File: config.mk
export PLATFORM = sky130hd
export DESIGN_NAME = captura_botoes
export DESIGN_NICKNAME = d
export VERILOG_FILES = /design/src/rtl/genius_pkg.sv /design/src/rtl/debounce_botao.sv /design/src/rtl/captura_botoes.sv
export SDC_FILE = /design/constraint.sdc
export NUM_CORES = 1
export LEC_CHECK = 0
export CAP_MARGIN = 20
export CORE_UTILIZATION = 40
export DETAILED_ROUTE_END_ITERATION = 8
export SLEW_MARGIN = 20
export SYNTH_ARGS = -nofsm -noshare
export SYNTH_HDL_FRONTEND = slang
export SYNTH_SLANG_ARGS = --single-unit
File: constraint.sdc
create_clock -name clock -period 2.4 [get_ports clock]
set_input_delay 0.36 -clock clock [delete_from_list [all_inputs] [get_ports clock]]
set_output_delay 0.36 -clock clock [all_outputs]
set_load 0.005 [all_outputs]
File: src/rtl/genius_pkg.sv
// rtl/genius_pkg.sv - shared symbol codes, capture FSM states and helpers for the Genius game
package genius_pkg;

    localparam logic [1:0] SYM_BTN0 = 2'b00;
    localparam logic [1:0] SYM_BTN1 = 2'b01;
    localparam logic [1:0] SYM_BTN2 = 2'b10;
    localparam logic [1:0] SYM_NONE = 2'b11;

    typedef enum logic [1:0] {
        IDLE       = 2'b00,
        WAIT_PRESS = 2'b01,
        OUTPUT     = 2'b10,
        RELEASE    = 2'b11
    } capture_state_t;

    function automatic logic [1:0] encode_button(input logic [2:0] onehot);
        logic [1:0] code;
        case (onehot)
            3'b001:  code = SYM_BTN0;
            3'b010:  code = SYM_BTN1;
            3'b100:  code = SYM_BTN2;
            default: code = SYM_NONE;
        endcase
        return code;
    endfunction

    function automatic logic [1:0] count_high(input logic [2:0] levels);
        return 2'(levels[0]) + 2'(levels[1]) + 2'(levels[2]);
    endfunction

endpackage

File: src/rtl/debounce_botao.sv
// rtl/debounce_botao.sv - two-flop synchroniser, debounce counter, stable level and rise pulse for one button
module debounce_botao #(
    parameter int DEBOUNCE_CYCLES = 16
) (
    input  logic clock,
    input  logic rst_n,
    input  logic raw_i,
    output logic stable_o,
    output logic rise_o
);

    localparam int CW = (DEBOUNCE_CYCLES > 2) ? $clog2(DEBOUNCE_CYCLES) : 1;
    localparam logic [CW-1:0] CNT_LAST = CW'(DEBOUNCE_CYCLES - 1);

    logic          sync1_q;
    logic          sync2_q;
    logic          stable_q;
    logic          stable_dly_q;
    logic [CW-1:0] cnt_q;

    // The stable level only flips after the synchronised input has disagreed
    // with it for DEBOUNCE_CYCLES consecutive cycles.
    always_ff @(posedge clock or negedge rst_n) begin
        if (!rst_n) begin
            sync1_q      <= 1'b0;
            sync2_q      <= 1'b0;
            stable_q     <= 1'b0;
            stable_dly_q <= 1'b0;
            cnt_q        <= '0;
        end else begin
            sync1_q      <= raw_i;
            sync2_q      <= sync1_q;
            stable_dly_q <= stable_q;
            if (sync2_q == stable_q) begin
                cnt_q <= '0;
            end else if (cnt_q == CNT_LAST) begin
                stable_q <= sync2_q;
                cnt_q    <= '0;
            end else begin
                cnt_q <= cnt_q + CW'(1);
            end
        end
    end

    assign stable_o = stable_q;
    assign rise_o   = stable_q & ~stable_dly_q;

endmodule

File: src/rtl/captura_botoes.sv
// rtl/captura_botoes.sv - armed single-press capture of three buttons with valid/ready result handoff
module captura_botoes #(
    parameter int DEBOUNCE_CYCLES = 16,
    parameter int TIMEOUT_CYCLES  = 1024
) (
    input  logic       clock,
    input  logic       rst_n,
    input  logic       btn0,
    input  logic       btn1,
    input  logic       btn2,
    input  logic       arm,
    output logic       result_valid,
    input  logic       result_ready,
    output logic [1:0] symbol,
    output logic       timeout,
    output logic       multi_press,
    output logic       busy
);

    import genius_pkg::*;

    localparam int TW = (TIMEOUT_CYCLES > 2) ? $clog2(TIMEOUT_CYCLES) : 1;
    localparam logic [TW-1:0] TIMER_LAST = TW'(TIMEOUT_CYCLES - 1);

    logic [2:0]     raw;
    logic [2:0]     stable;
    logic [2:0]     rise;
    logic [1:0]     n_high;

    capture_state_t state_q;
    logic [TW-1:0]  timer_q;
    logic           valid_q;
    logic [1:0]     symbol_q;
    logic           timeout_q;
    logic           multi_q;
    logic           busy_q;

    assign raw    = {btn2, btn1, btn0};
    assign n_high = count_high(stable);

    debounce_botao #(.DEBOUNCE_CYCLES(DEBOUNCE_CYCLES)) u_db0 (
        .clock    (clock),
        .rst_n    (rst_n),
        .raw_i    (raw[0]),
        .stable_o (stable[0]),
        .rise_o   (rise[0])
    );

    debounce_botao #(.DEBOUNCE_CYCLES(DEBOUNCE_CYCLES)) u_db1 (
        .clock    (clock),
        .rst_n    (rst_n),
        .raw_i    (raw[1]),
        .stable_o (stable[1]),
        .rise_o   (rise[1])
    );

    debounce_botao #(.DEBOUNCE_CYCLES(DEBOUNCE_CYCLES)) u_db2 (
        .clock    (clock),
        .rst_n    (rst_n),
        .raw_i    (raw[2]),
        .stable_o (stable[2]),
        .rise_o   (rise[2])
    );

    always_ff @(posedge clock or negedge rst_n) begin
        if (!rst_n) begin
            state_q   <= IDLE;
            timer_q   <= '0;
            valid_q   <= 1'b0;
            symbol_q  <= SYM_BTN0;
            timeout_q <= 1'b0;
            multi_q   <= 1'b0;
            busy_q    <= 1'b0;
        end else begin
            case (state_q)
                IDLE: begin
                    if (arm) begin
                        state_q <= WAIT_PRESS;
                        timer_q <= '0;
                        busy_q  <= 1'b1;
                    end
                end
                WAIT_PRESS: begin
                    // A press seen in the last timer cycle still wins over the timeout.
                    if (|rise) begin
                        state_q   <= OUTPUT;
                        valid_q   <= 1'b1;
                        timeout_q <= 1'b0;
                        if (n_high >= 2'd2) begin
                            symbol_q <= SYM_NONE;
                            multi_q  <= 1'b1;
                        end else begin
                            symbol_q <= encode_button(rise);
                            multi_q  <= 1'b0;
                        end
                    end else if (timer_q == TIMER_LAST) begin
                        state_q   <= OUTPUT;
                        valid_q   <= 1'b1;
                        symbol_q  <= SYM_NONE;
                        timeout_q <= 1'b1;
                        multi_q   <= 1'b0;
                    end else begin
                        timer_q <= timer_q + TW'(1);
                    end
                end
                OUTPUT: begin
                    if (result_ready) begin
                        state_q <= RELEASE;
                        valid_q <= 1'b0;
                    end
                end
                RELEASE: begin
                    if (stable == 3'b000) begin
                        state_q <= IDLE;
                        busy_q  <= 1'b0;
                    end
                end
                default: begin
                    state_q <= IDLE;
                    busy_q  <= 1'b0;
                end
            endcase
        end
    end

    assign result_valid = valid_q;
    assign symbol       = symbol_q;
    assign timeout      = timeout_q;
    assign multi_press  = multi_q;
    assign busy         = busy_q;

endmodule

* After elaboration in Yosys (flattened, before gate mapping)
Index checks and enable logic that the tools add are counted.
** Word-level totals
- Memory bits (read-only) :: 0
- Logic and storage cells :: 103
- Bits in registers :: 42
- Memory bits (writable) :: 0
- Memories :: 0
- Output and inout port bits :: 6
- Latch bits :: 0
** Cells by class
- Div/mod/pow operators :: 0
- Multiply operators :: 0
- Shift-type cells :: 0
- Multiplexer cells :: 31
- $add $sub $neg :: 6
- $lt $le $gt $ge :: 1
- Reductions and logical operators :: 15
- Bitwise operators :: 9
- Equality and inequality tests :: 19
** Operators with widths (number)
- $mux 10 :: 3
- $mux 4 :: 6
- $pmux 10 s2 :: 1
- $mux 2 :: 8
- $add 4x1->4 const B :: 3
- $eq 4x4->1 const B :: 3
- $add 10x1->10 const B :: 1
- $eq 10x10->1 const B :: 1
- $ne 2x2->1 const B :: 5
- $mux 1 :: 9
- $pmux 2 s4 :: 1
- $reduce_and 2->1 :: 4
- $reduce_and 4->1 :: 2
- $reduce_bool 2->1 :: 4
- $not 1->1 :: 6
- $pmux 2 s3 :: 1
- $reduce_and 3->1 :: 2
- $eq 2x2->1 const B :: 2
- $pmux 1 s2 :: 2
- $and 1x1->1 :: 3
- $eq 1x1->1 :: 3
- $eq 3x1->1 const B :: 1
- $eq 3x2->1 const B :: 1
- $eq 3x3->1 const B :: 1
- 8 further kinds :: 8

* Logic depth before layout (Yosys ltp)
Gate-level depths: netlist (run 1).
- Word-level depth :: 6
- Gate-level depth with buffers :: 8
- Gate-level depth less buffers :: 7

* Hierarchy
A second synthesis (run 1) with hierarchy kept.
** Second synthesis, totals
- Cell total of the unflattened synthesis :: 176
- Area total of the unflattened synthesis :: 2029.4 um2
** By module, submodules not included
- captura_botoes :: area an instance 1094.8 um2, times used 1, sequential area each 450.4 um2, cells an instance 110
- debounce_botao :: area an instance 311.5 um2, times used 3, sequential area each 200.2 um2, cells an instance 22

* Least setup slack after synthesis (run 1)
No wires, ideal clock.
- Path kind :: register to register
- Start :: register timer_q[0]
- End :: register state_q[1]
- Data required time :: 2275 ps
- Clock period less this slack :: 1864 ps
- Library setup time :: 125 ps
- Buffers on the path :: 1
- Path slack :: 536 ps
- Data arrival time :: 1739 ps
- Cell stages (with the launch flop) :: 8
- Cells stage by stage :: dfrtp_1 ha_1 nand4_1 nor3_2 nand2b_1 buf_6 o221a_2 mux2_4
** On the way
- Longest elaborated chain between the ends :: 3
** RTL lines
- start: declaration :: line captura_botoes.sv:31 : logic [TW-1:0] timer_q;
- start signal: assignment :: line captura_botoes.sv:103 : timer_q <= timer_q + TW'(1);
- $eq 10x10->1 :: line captura_botoes.sv:96 : end else if (timer_q == TIMER_LAST) begin
- $ne 3x3->1 (no line)
- $reduce_and 4->1 (no line)
- end signal: assignment :: line captura_botoes.sv:97 : state_q <= OUTPUT;
- end signal: assignment :: line captura_botoes.sv:108 : state_q <= RELEASE;
- end signal: assignment :: line captura_botoes.sv:114 : state_q <= IDLE;
- end: declaration :: line captura_botoes.sv:30 : capture_state_t state_q;
Every way passes these cells.
A chain may end at the register's enable or synchronous reset.

* Worst setup path in the final report (run 1)
Same ends and word-level chain as after synthesis.

==> summary.md, run 1 <==
| Metric | Value |
|---|---|
| Status | `complete, no violations` |
| Critical Path Max Stage Delay | `430 ps` |
| Final Hold Vio Count | `0` |
| Top-count cell post-synth | `dfrtp_1` |
| Setup_tns | `0 ps` |
| Mapped Nets | `~200` |
| Area growth syn-to-layout | `15.3%` |
| Critical path type | `flip-flop to flip-flop` |
| Routed len/inst | `14.0 um` |
| Routed Antenna Nets | `0` |
| Crit path max fanout | `6` |
| Gr usage total | `0.161` |
| Congestion Overflow GR | `0` |
| Area contributors post-synth | `dfrtp_1 (52%), ha_1 (5.5%), a21oi_1 (4.7%)` |
| Root buffer selected by CTS | `clkbuf_8` |
| Leak | `0.00104 uW` |
| Fin. max-slew vios | `0` |
| WP buf/inv | `0` |
| Vias | `1,485` |
| Setup crit start kind | `flip-flop` |
| Critical path cell sequence | `ha_1 > nand4_1 > nor3_2 > nand2b_1 > o221a_2 > mux2_4` |
| Share of cells above drive strength 1 | `0.107` |
| Die width | `73.3 um` |
| Critical Path AT | `roughly 2300 ps` |
| Post-CTS resize count | `0` |
| PnR worst setup slack | `between 300 and 400 ps` |
| Top-area cell type share of the netlist area | `0.517` |
| Fmax | `around 480 MHz` |
| Yosys cell types | `46` |
| Hold-fix buffers at CTS | `0` |
| Height of the die | `between 70 and 80 um` |
| DIE AREA | `5370 sq um` |
| Top cell type by total area after synthesis | `dfrtp_1` |
| CTS sink count | `42` |
| Yosys reg bits | `42` |
| RSZ-0062 raised after global routing | `no` |
| TritonCTS buffer count | `5` |
| Synth Instances | `approximately 190` |
| Antenna Cells | `0` |
| Number of setup violations in the final report | `0` |
| Period Utilization, post-route | `0.874` |
| Asr flop ratio synth | `1.00` |
| I/O Buffers | `12` |
| DRT Pass-1 Iters | `4` |
| Reg clk slew, reported paths | `approximately 80 ps` |
| Final Critical Period | `2100 ps` |
| Initial DRC Count | `138` |
| Vias in the first global route | `about 1,400` |
| Clock Latency Late Sink | `~300 ps` |
| Reg area | `between 1000 and 1500 sq um` |
| Post-synthesis area per instance | `10.8 sq um` |
| PwrDens | `864 nW/um^2` |
| Worst endpoint required time | `2580 ps` |
| Final net count | `about 220` |
| Hpwl dp | `2630 um` |
| Most used DFF post-synth | `dfrtp_1` |
| Post-Route Skew | `6.90 ps` |
| Initial antenna violation count | `0` |
| Postcts setup bufs | `0` |
| Slew headroom | `0.396` |
| Initial Util | `0.422` |
| Max_cap viols | `0` |
| Gpl congestion | `roughly 0.81` |
| First-pass GRT wire length | `~6500 um` |
| Multi-input gate area | `around 920 sq um` |
| Least-Margin Pin Slew | `906 ps` |
| Seq/Total Area, Yosys | `0.517` |
| Final wirelength | `3830 um` |
| Worst hold-check path type | `input port to async pin` |
| Row count | `25` |
| Top delay family on crit path | `simple AND/OR/NAND/NOR gates` |
| H-tree depth | `2` |
| Core box area | `4820 sq um` |
| Vias per Instance | `5.44` |
| Maximum VDD drop | `324 uV` |
| CTS tree | `yes` |
| Max clock buf depth | `2` |
| Post-synth EDFFs | `0` |
| CP max-delay cell | `dfrtp_1` |
| Drt drc | `0` |
| Pre-CTS WS | `about 380 ps` |
| CP endpoint kind | `flip-flop` |
| Synth Warn # | `0` |
| # IOs | `13` |
| Fill cell count | `445` |
| Top cells by count, synth | `dfrtp_1 (42), a21oi_1 (19), nand2_1 (12)` |
| Largest net degree at the start of global routing | `43` |
| Synth Cell Area | `between 2000 and 2500 sq um` |
per-layer routing:
layer / wire length, um / global-route usage / vias to the layer above
li1: - / - / 720
met1: 1780 / 0.206 / 720
met2: 1820 / 0.263 / 40
met3: 180 / 0.0453 / 5
met4: 50 / 0.0513 / 0
met5: 0 / 0 / -
worst paths after layout:
path,startpoint,to,slack (ps),cells after the start
setup reg to reg,timer_q[0]$_DFFE_PN0P_,state_q[1]$_DFFE_PN0P_,300,6
min in group clock,u_db2.sync1_q$_DFF_PN0_,u_db2.sync2_q$_DFF_PN0_,350,0
hold / removal,rst_n,timer_q[4]$_DFFE_PN0P_,190,1
max in group asynchronous,rst_n,u_db0.sync1_q$_DFF_PN0_,1640,1
setup / recovery,timer_q[0]$_DFFE_PN0P_,state_q[1]$_DFFE_PN0P_,300,6
hold reg to reg,u_db2.sync1_q$_DFF_PN0_,u_db2.sync2_q$_DFF_PN0_,350,0
kinds of logic (layout without fill, tap and decap cells):
family | after synthesis | after routing | share of synthesized area
flip-flops | 42 | 42 | 0.517
adder cells (fa/ha/maj) | 9 | 9 | 0.0554
AO/OA/AOI/OAI | 52 | 52 | 0.167
multiplexers | 6 | 6 | 0.0338
AND/OR/NAND/NOR | 59 | 59 | 0.169
XOR/XNOR | 6 | 6 | 0.0258
buffers and inverters | 14 | 32 | 0.0320
cell type report:
type	instances	share of cell area
sequential	42	0.448
multi-input combinational	132	0.391
timing repair buffer	16	0.0619
tap	67	0.0358
clock buffer	6	0.0352
inverter	9	0.0144
clock inverter	1	0.0128
through the flow:
stage               cells   util  hold WS (ps)  cell area [sq um]  power (uW)
floorplan             188      -          64.4               2030        1270
global placement      266  0.463           332               2230        1430
detailed placement    266  0.463           338               2230        1450
CTS                   273  0.486           230               2340        2030
global route          273  0.486           269               2340        2130
finish                273  0.486           190               2340        2020
cells in the final DEF, fill, tap and decap left out, drive strengths merged, types with 3 or more instances in the layout:
master,instances
dfrtp,42
nor2b,6
or4,3
mux2,4
clkbuf,6
nand3,8
nand4b,3
xnor2,6
o21ai,11
ha,9
clkdlybuf4s50,11
nand2,12
a21o,3
nand2b,3
nor3,7
buf,5
inv,9
a21oi,19
nor2,9
state kept, by name, summed over array words and instances, names as in the netlist, 2 cells and up:
name         flops
state_q          2
u_db0.cnt_q      4
u_db2.cnt_q      4
timer_q         10
u_db1.cnt_q      4
symbol           2
power breakdown:
| part | leakage [uW] | internal (uW) | switching, uW |
|---|---|---|---|
| Combinational | 0.000426 | 256 | 325 |
| Sequential | 0.000553 | 787 | 81.4 |
| Clock | 0.0000573 | 333 | 243 |
(Power assumes the default switching activity.)
==> run 2: changes to the inputs <==
CAP_MARGIN = 0   (was 20)
CELL_PAD_IN_SITES_DETAIL_PLACEMENT = 0   (was not set)
CELL_PAD_IN_SITES_GLOBAL_PLACEMENT = 2   (was not set)
CORE_ASPECT_RATIO = 1.4   (was not set)
CORE_UTILIZATION = 39   (was 40)
PLACE_DENSITY_LB_ADDON = 0.1   (was not set)
==> run 2 against run 1 <==
Net effect:
- global-route usage rose by 0.79 points
- combinational power is 2% higher
- cell count is 0.37% lower
- total power fell by 4.7%
- clock-buffer cell count rose by 1
- routed wire length grew 5.2%
- fmax increased by 3.6%
- die area increased by 2.6%
- worst hold slack better by 18 ps
- core utilization down 1.3 points
- worst setup slack better by 73 ps
- first-iteration DRC count down 30%
- largest cell class unchanged
- largest power group unchanged
==> summary.md, run 2 (synthesis results as in run 1) <==
| Metric | Value |
|---|---|
| Max_cap viols | `0 (unchanged)` |
| Initial antenna violation count | `0 (unchanged)` |
| Drt drc | `0 (unchanged)` |
| Share of cells above drive strength 1 | `0.111 (was 0.107)` |
| Vias | `1,480 (was 1,485)` |
| DIE AREA | `5510 sq um (was 5370 sq um)` |
| CP endpoint kind | `flip-flop (unchanged)` |
| Final net count | `223 (was 222)` |
| Fin. max-slew vios | `0 (unchanged)` |
| Status | `complete, no violations (unchanged)` |
| Post-Route Skew | `8.33 ps (was 6.90 ps)` |
| Worst endpoint required time | `2580 ps (about the same)` |
| H-tree depth | `2 (unchanged)` |
| Leak | `0.00103 uW (was 0.00104 uW)` |
| Maximum VDD drop | `380 uV (was 324 uV)` |
| Least-Margin Pin Slew | `951 ps (was 906 ps)` |
| R2r endpoint | `state_q[1]$_DFFE_PN0P_ (unchanged)` |
| Final Critical Period | `2030 ps (was 2100 ps)` |
| Gpl congestion | `0.756 (was 0.811)` |
| CTS tree | `yes (unchanged)` |
| Slew headroom | `0.366 (was 0.396)` |
| Reg clk slew, reported paths | `80 ps (about the same)` |
| Highest-count cells in the layout ignoring fill and taps | `dfrtp_1 (42), a21oi_1 (19), nand2_1 (12), clkdlybuf4s50_1 (11) (unchanged)` |
| Period Utilization, post-route | `0.844 (was 0.874)` |
| Root buffer selected by CTS | `clkbuf_8 (unchanged)` |
| Congestion Overflow GR | `0 (unchanged)` |
| Largest register FFs | `10 (unchanged)` |
| CP endpoint | `state_q[1]$_DFFE_PN0P_ (unchanged)` |
| Largest Register | `timer_q (unchanged)` |
| Pre-CTS WS | `389 ps (was 377 ps)` |
| Multi-input gate area | `917 sq um (unchanged)` |
| # IOs | `13 (unchanged)` |
| Critical Path Source | `timer_q[0]$_DFFE_PN0P_ (unchanged)` |
| R2r startpoint | `timer_q[0]$_DFFE_PN0P_ (unchanged)` |
| Reg area | `1050 sq um (unchanged)` |
| Postcts setup bufs | `0 (unchanged)` |
| DRT Pass-1 Iters | `4 (unchanged)` |
| Register-to-Register Path Depth | `6 (unchanged)` |
| Number of setup violations in the final report | `0 (unchanged)` |
| Worst R2R Setup Slack | `370 ps (was 300 ps)` |
| RSZ-0062 raised after global routing | `no (unchanged)` |
| I/O Buffers | `12 (unchanged)` |
| Initial Util | `0.413 (was 0.422)` |
| Initial DRC Count | `97 (was 138)` |
| Final Hold Vio Count | `0 (unchanged)` |
| Antenna Cells | `0 (unchanged)` |
| Final wirelength | `4040 um (was 3830 um)` |
| TritonCTS buffer count | `5 (unchanged)` |
| Gr usage total | `0.169 (was 0.161)` |
| PnR worst setup slack | `375 ps (was 302 ps)` |
| Fill cell count | `473 (was 445)` |
| Critical Path AT | `2210 ps (was 2280 ps)` |
| Area growth syn-to-layout | `14.4% (was 15.3%)` |
| Max clock buf depth | `2 (unchanged)` |
| CTS sink count | `42 (unchanged)` |
| Crit path max fanout | `6 (unchanged)` |
| PwrDens | `829 nW/um^2 (was 864 nW/um^2)` |
| Hold-fix buffers at CTS | `0 (unchanged)` |
| Height of the die | `87.4 um (was 73.3 um)` |
| Setup_tns | `0 ps (unchanged)` |
| Fmax | `494 MHz (was 477 MHz)` |
| Clock Latency Late Sink | `290 ps (was 300 ps)` |
| WHS | `208 ps (was 190 ps)` |
| Setup crit start kind | `flip-flop (unchanged)` |
| Vias per Instance | `5.44 (about the same)` |
| Critical path type | `flip-flop to flip-flop (unchanged)` |
| Routed Antenna Nets | `0 (unchanged)` |
| Worst hold-check path type | `input port to async pin (unchanged)` |
| Post-CTS resize count | `0 (unchanged)` |
| Hpwl dp | `2960 um (was 2630 um)` |
| Vias in the first global route | `1,537 (was 1,437)` |
| First-pass GRT wire length | `7100 um (was 6490 um)` |
| Routed len/inst | `14.8 um (was 14.0 um)` |
| Core box area | `4920 sq um (was 4820 sq um)` |
| Largest net degree at the start of global routing | `43 (unchanged)` |
| Commonest non-fill, non-tap cell in the layout | `dfrtp_1 (unchanged)` |
| Die width | `63.0 um (was 73.3 um)` |
| Row count | `30 (was 25)` |
-- run 2: metal layers --
| layer | up-vias | part of all wire | wire length [um] | GRT usage |
|---|---|---|---|---|
| met1 | 741 | 0.42 | 1680 | 0.185 |
| met3 | 7 | 0.018 | 74 | 0.0275 |
| met5 | - | 0 | 0 | 0 |
| li1 | 720 | - | - | - |
| met4 | 0 | 0.019 | 76 | 0.0698 |
| met2 | 12 | 0.55 | 2210 | 0.318 |
-- run 2: how the worst min path moves through the flow --
stage | start | to | slack, ps
detailed placement | u_db2.sync1_q$_DFF_PN0_ | u_db2.sync2_q$_DFF_PN0_ | 340
floorplan | rst_n | busy$_DFFE_PN0P_ | 60
CTS | rst_n | timer_q[3]$_DFFE_PN0P_ | 250
global route | rst_n | timer_q[3]$_DFFE_PN0P_ | 300
finish | rst_n | timer_q[3]$_DFFE_PN0P_ | 210
global placement | u_db2.sync1_q$_DFF_PN0_ | u_db2.sync2_q$_DFF_PN0_ | 330
-- run 2: through the flow --
stage / instances / utilization / total power, uW / instance area, sq um
after floorplan: 188 / - / 1270 / 2030
after global placement: 264 / 0.454 / 1470 / 2230
after detailed placement: 264 / 0.454 / 1480 / 2230
after CTS: 272 / 0.473 / 1950 / 2330
after global routing: 272 / 0.473 / 2060 / 2330
final: 272 / 0.473 / 1930 / 2330
-- run 2: power by group --
part / leakage [uW] / switching (uW) / internal (uW)
clock: 0.0000482 / 236 / 232
combinational: 0.000431 / 329 / 266
sequential: 0.000553 / 78.7 / 787
total: 0.00103 / 644 / 1290
-- run 2: critical path, stage by stage (launching register included) --
cell and delay [ps]:
dfrtp_1 420, ha_1 240, nand4_1 180, nor3_2 320, nand2b_1 220, o221a_2 240, mux2_4 290
-- run 2: layout make-up --
type / instances / area share
Clock inverter: 1 / 0.00215
Inverter: 9 / 0.0145
Timing Repair Buffer: 17 / 0.0656
Multi-Input combinational cell: 132 / 0.394
Tap cell: 64 / 0.0344
Clock buffer: 7 / 0.0371
Sequential cell: 42 / 0.452
==> run 3: changes to the inputs <==
clock period = 2 ns   (was 2.4 ns; I/O delays follow)
==> run 3 against run 2 <==
Net effect:
- critical path depth up 1
- worst setup slack got worse by 270 ps
- largest power group unchanged
- largest cell class unchanged
- clock power rose by 17%
- clock-buffer cell count shrank 2
- via count increased by 4.6%
- total power up 22%
- first-iteration DRC count down 26%
- final area up 4.3%
- die area did not move
- sequential cell count did not move
- non-clock buffer count grew 13
==> summary.md, run 3 (synthesis results as in run 1) <==
| Metric | Value |
|---|---|
| Post-Route Skew | `4.89 ps (was 8.33 ps)` |
| RSZ-0062 raised after global routing | `no (unchanged)` |
| WHS | `81.8 ps (was 208 ps)` |
| Area growth syn-to-layout | `19.3% (was 14.4%)` |
| CP endpoint kind | `flip-flop (unchanged)` |
| # IOs | `13 (unchanged)` |
| Worst hold-check path type | `input port to async pin (unchanged)` |
| Fmax | `527 MHz (was 494 MHz)` |
| Max_cap viols | `0 (unchanged)` |
| Largest register FFs | `10 (unchanged)` |
| PnR worst setup slack | `102 ps (was 375 ps)` |
| H-tree depth | `2 (unchanged)` |
| M1 WL | `1680 um (about the same)` |
| Setup crit start kind | `flip-flop (unchanged)` |
| Max clock buf depth | `2 (unchanged)` |
| Final Hold Vio Count | `0 (unchanged)` |
| Number of setup violations in the final report | `0 (unchanged)` |
| Largest net degree at the start of global routing | `35 (was 43)` |
| DIE AREA | `5510 sq um (unchanged)` |
| Highest-count cells in the layout ignoring fill and taps | `dfrtp_1 (42), a21oi_1 (19), buf_4 (18), nand2_1 (12), clkdlybuf4s50_1 (11) (was dfrtp_1 (42), a21oi_1 (19), nand2_1 (12), clkdlybuf4s50_1 (11))` |
| Period Utilization, post-route | `0.949 (was 0.844)` |
| Largest Register | `timer_q (unchanged)` |
| Gpl congestion | `0.830 (was 0.756)` |
| Wire length on met3 | `81 um (was 74 um)` |
| Antenna Cells | `0 (unchanged)` |
| Commonest non-fill, non-tap cell in the layout | `dfrtp_1 (unchanged)` |
| Met2 WL post-DR | `2380 um (was 2210 um)` |
| CTS tree | `yes (unchanged)` |
| Congestion Overflow GR | `0 (unchanged)` |
| Worst R2R Setup Slack | `100 ps (was 370 ps)` |
| Critical Path AT | `2120 ps (was 2210 ps)` |
| Leak | `0.00109 uW (was 0.00103 uW)` |
| Final wirelength | `4260 um (was 4040 um)` |
| Max layer used | `met4 (unchanged)` |
| Routed Antenna Nets | `0 (unchanged)` |
| Vias per Instance | `5.43 (was 5.44)` |
| Least-Margin Pin Slew | `785 ps (was 951 ps)` |
| I/O Buffers | `12 (unchanged)` |
| Hpwl dp | `3150 um (was 2960 um)` |
| Root buffer selected by CTS | `clkbuf_8 (unchanged)` |
| Initial antenna violation count | `0 (unchanged)` |
| Gr usage total | `0.175 (was 0.169)` |
| First-pass GRT wire length | `7300 um (was 7100 um)` |
| PwrDens | `974 nW/um^2 (was 829 nW/um^2)` |
| Fin. max-slew vios | `0 (unchanged)` |
| Drt drc | `0 (unchanged)` |
| Worst endpoint required time | `2220 ps (was 2580 ps)` |
| CTS sink count | `42 (unchanged)` |
| Hold-fix buffers at CTS | `0 (unchanged)` |
| Final net count | `236 (was 223)` |
| Routed len/inst | `15.0 um (was 14.8 um)` |
| Final Critical Period | `1900 ps (was 2030 ps)` |
| Pre-CTS WS | `102 ps (was 389 ps)` |
| Slew headroom | `0.477 (was 0.366)` |
| DRT Pass-1 Iters | `4 (unchanged)` |
| Vias in the first global route | `1,593 (was 1,537)` |
| Final Power | `2360 uW (was 1930 uW)` |
| Height of the die | `87.4 um (unchanged)` |
| Core box area | `4920 sq um (unchanged)` |
| Initial Util | `0.413 (unchanged)` |
| Die width | `63.0 um (unchanged)` |
| TritonCTS buffer count | `5 (unchanged)` |
| Vias | `1,548 (was 1,480)` |
| Initial DRC Count | `72 (was 97)` |
| Critical path type | `flip-flop to flip-flop (unchanged)` |
| Share of cells above drive strength 1 | `0.172 (was 0.111)` |
| Maximum VDD drop | `504 uV (was 380 uV)` |
| Row count | `30 (unchanged)` |
| Setup_tns | `0 ps (unchanged)` |
| Crit path max fanout | `14 (was 6)` |
| Reg clk slew, reported paths | `80 ps (about the same)` |
| Status | `complete, no violations (unchanged)` |
| Clock Latency Late Sink | `290 ps (about the same)` |
run 3: metrics by stage:
| stage | instances | instance area [sq um] | utilization |
|---|---|---|---|
| floorplan | 188 | 2030 | - |
| global placement | 276 | 2320 | 0.473 |
| detailed placement | 276 | 2320 | 0.473 |
| CTS | 284 | 2410 | 0.491 |
| global route | 285 | 2430 | 0.493 |
| finish | 285 | 2430 | 0.493 |
run 3: cell type report:
cell class	instances	area [sq um]
Fill cell	488	2490
Sequential cell	42	1050
Multi-Input combinational cell	132	921
Timing Repair Buffer	30	250
Tap cell	64	80.1
Clock buffer	5	68.8
Inverter	9	33.8
Clock inverter	3	21.3
run 3: final timing paths:
path,depth (start not counted),end,startpoint
max,7,timer_q[3]$_DFFE_PN0P_,timer_q[1]$_DFFE_PN0P_
max reg2reg,7,timer_q[3]$_DFFE_PN0P_,timer_q[1]$_DFFE_PN0P_
min in group clock,0,u_db2.sync2_q$_DFF_PN0_,u_db2.sync1_q$_DFF_PN0_
min,1,timer_q[0]$_DFFE_PN0P_,rst_n
min reg2reg,0,u_db2.sync2_q$_DFF_PN0_,u_db2.sync1_q$_DFF_PN0_
max in group asynchronous,2,u_db2.cnt_q[2]$_DFF_PN0_,rst_n
run 3: critical path, cell delays in order, from the launching register on:
cell      delay, ps
dfrtp_1         410
ha_1            210
nand4_1         150
nor3_2           70
nand2b_1        180
buf_4           200
or4_1           510
o21ai_1          90
run 3: report_power, final:
group | total, uW | switching, uW | internal [uW]
registers | 1030 | 85.1 | 944
logic | 788 | 414 | 373
clock network | 546 | 301 | 245
total | 2360 | 800 | 1560
run 3: per-layer routing:
metal | global-route usage | vias to the layer above
li1 | - | 744
met1 | 0.181 | 775
met3 | 0.0288 | 8
met4 | 0.0973 | 0
met2 | 0.331 | 21
met5 | 0 | -
run 3: timing repair:
item                       4_1_cts  5_1_grt
setup endpoints to repair        0        3
resized for setup                0        1
buffers inserted                 0        1
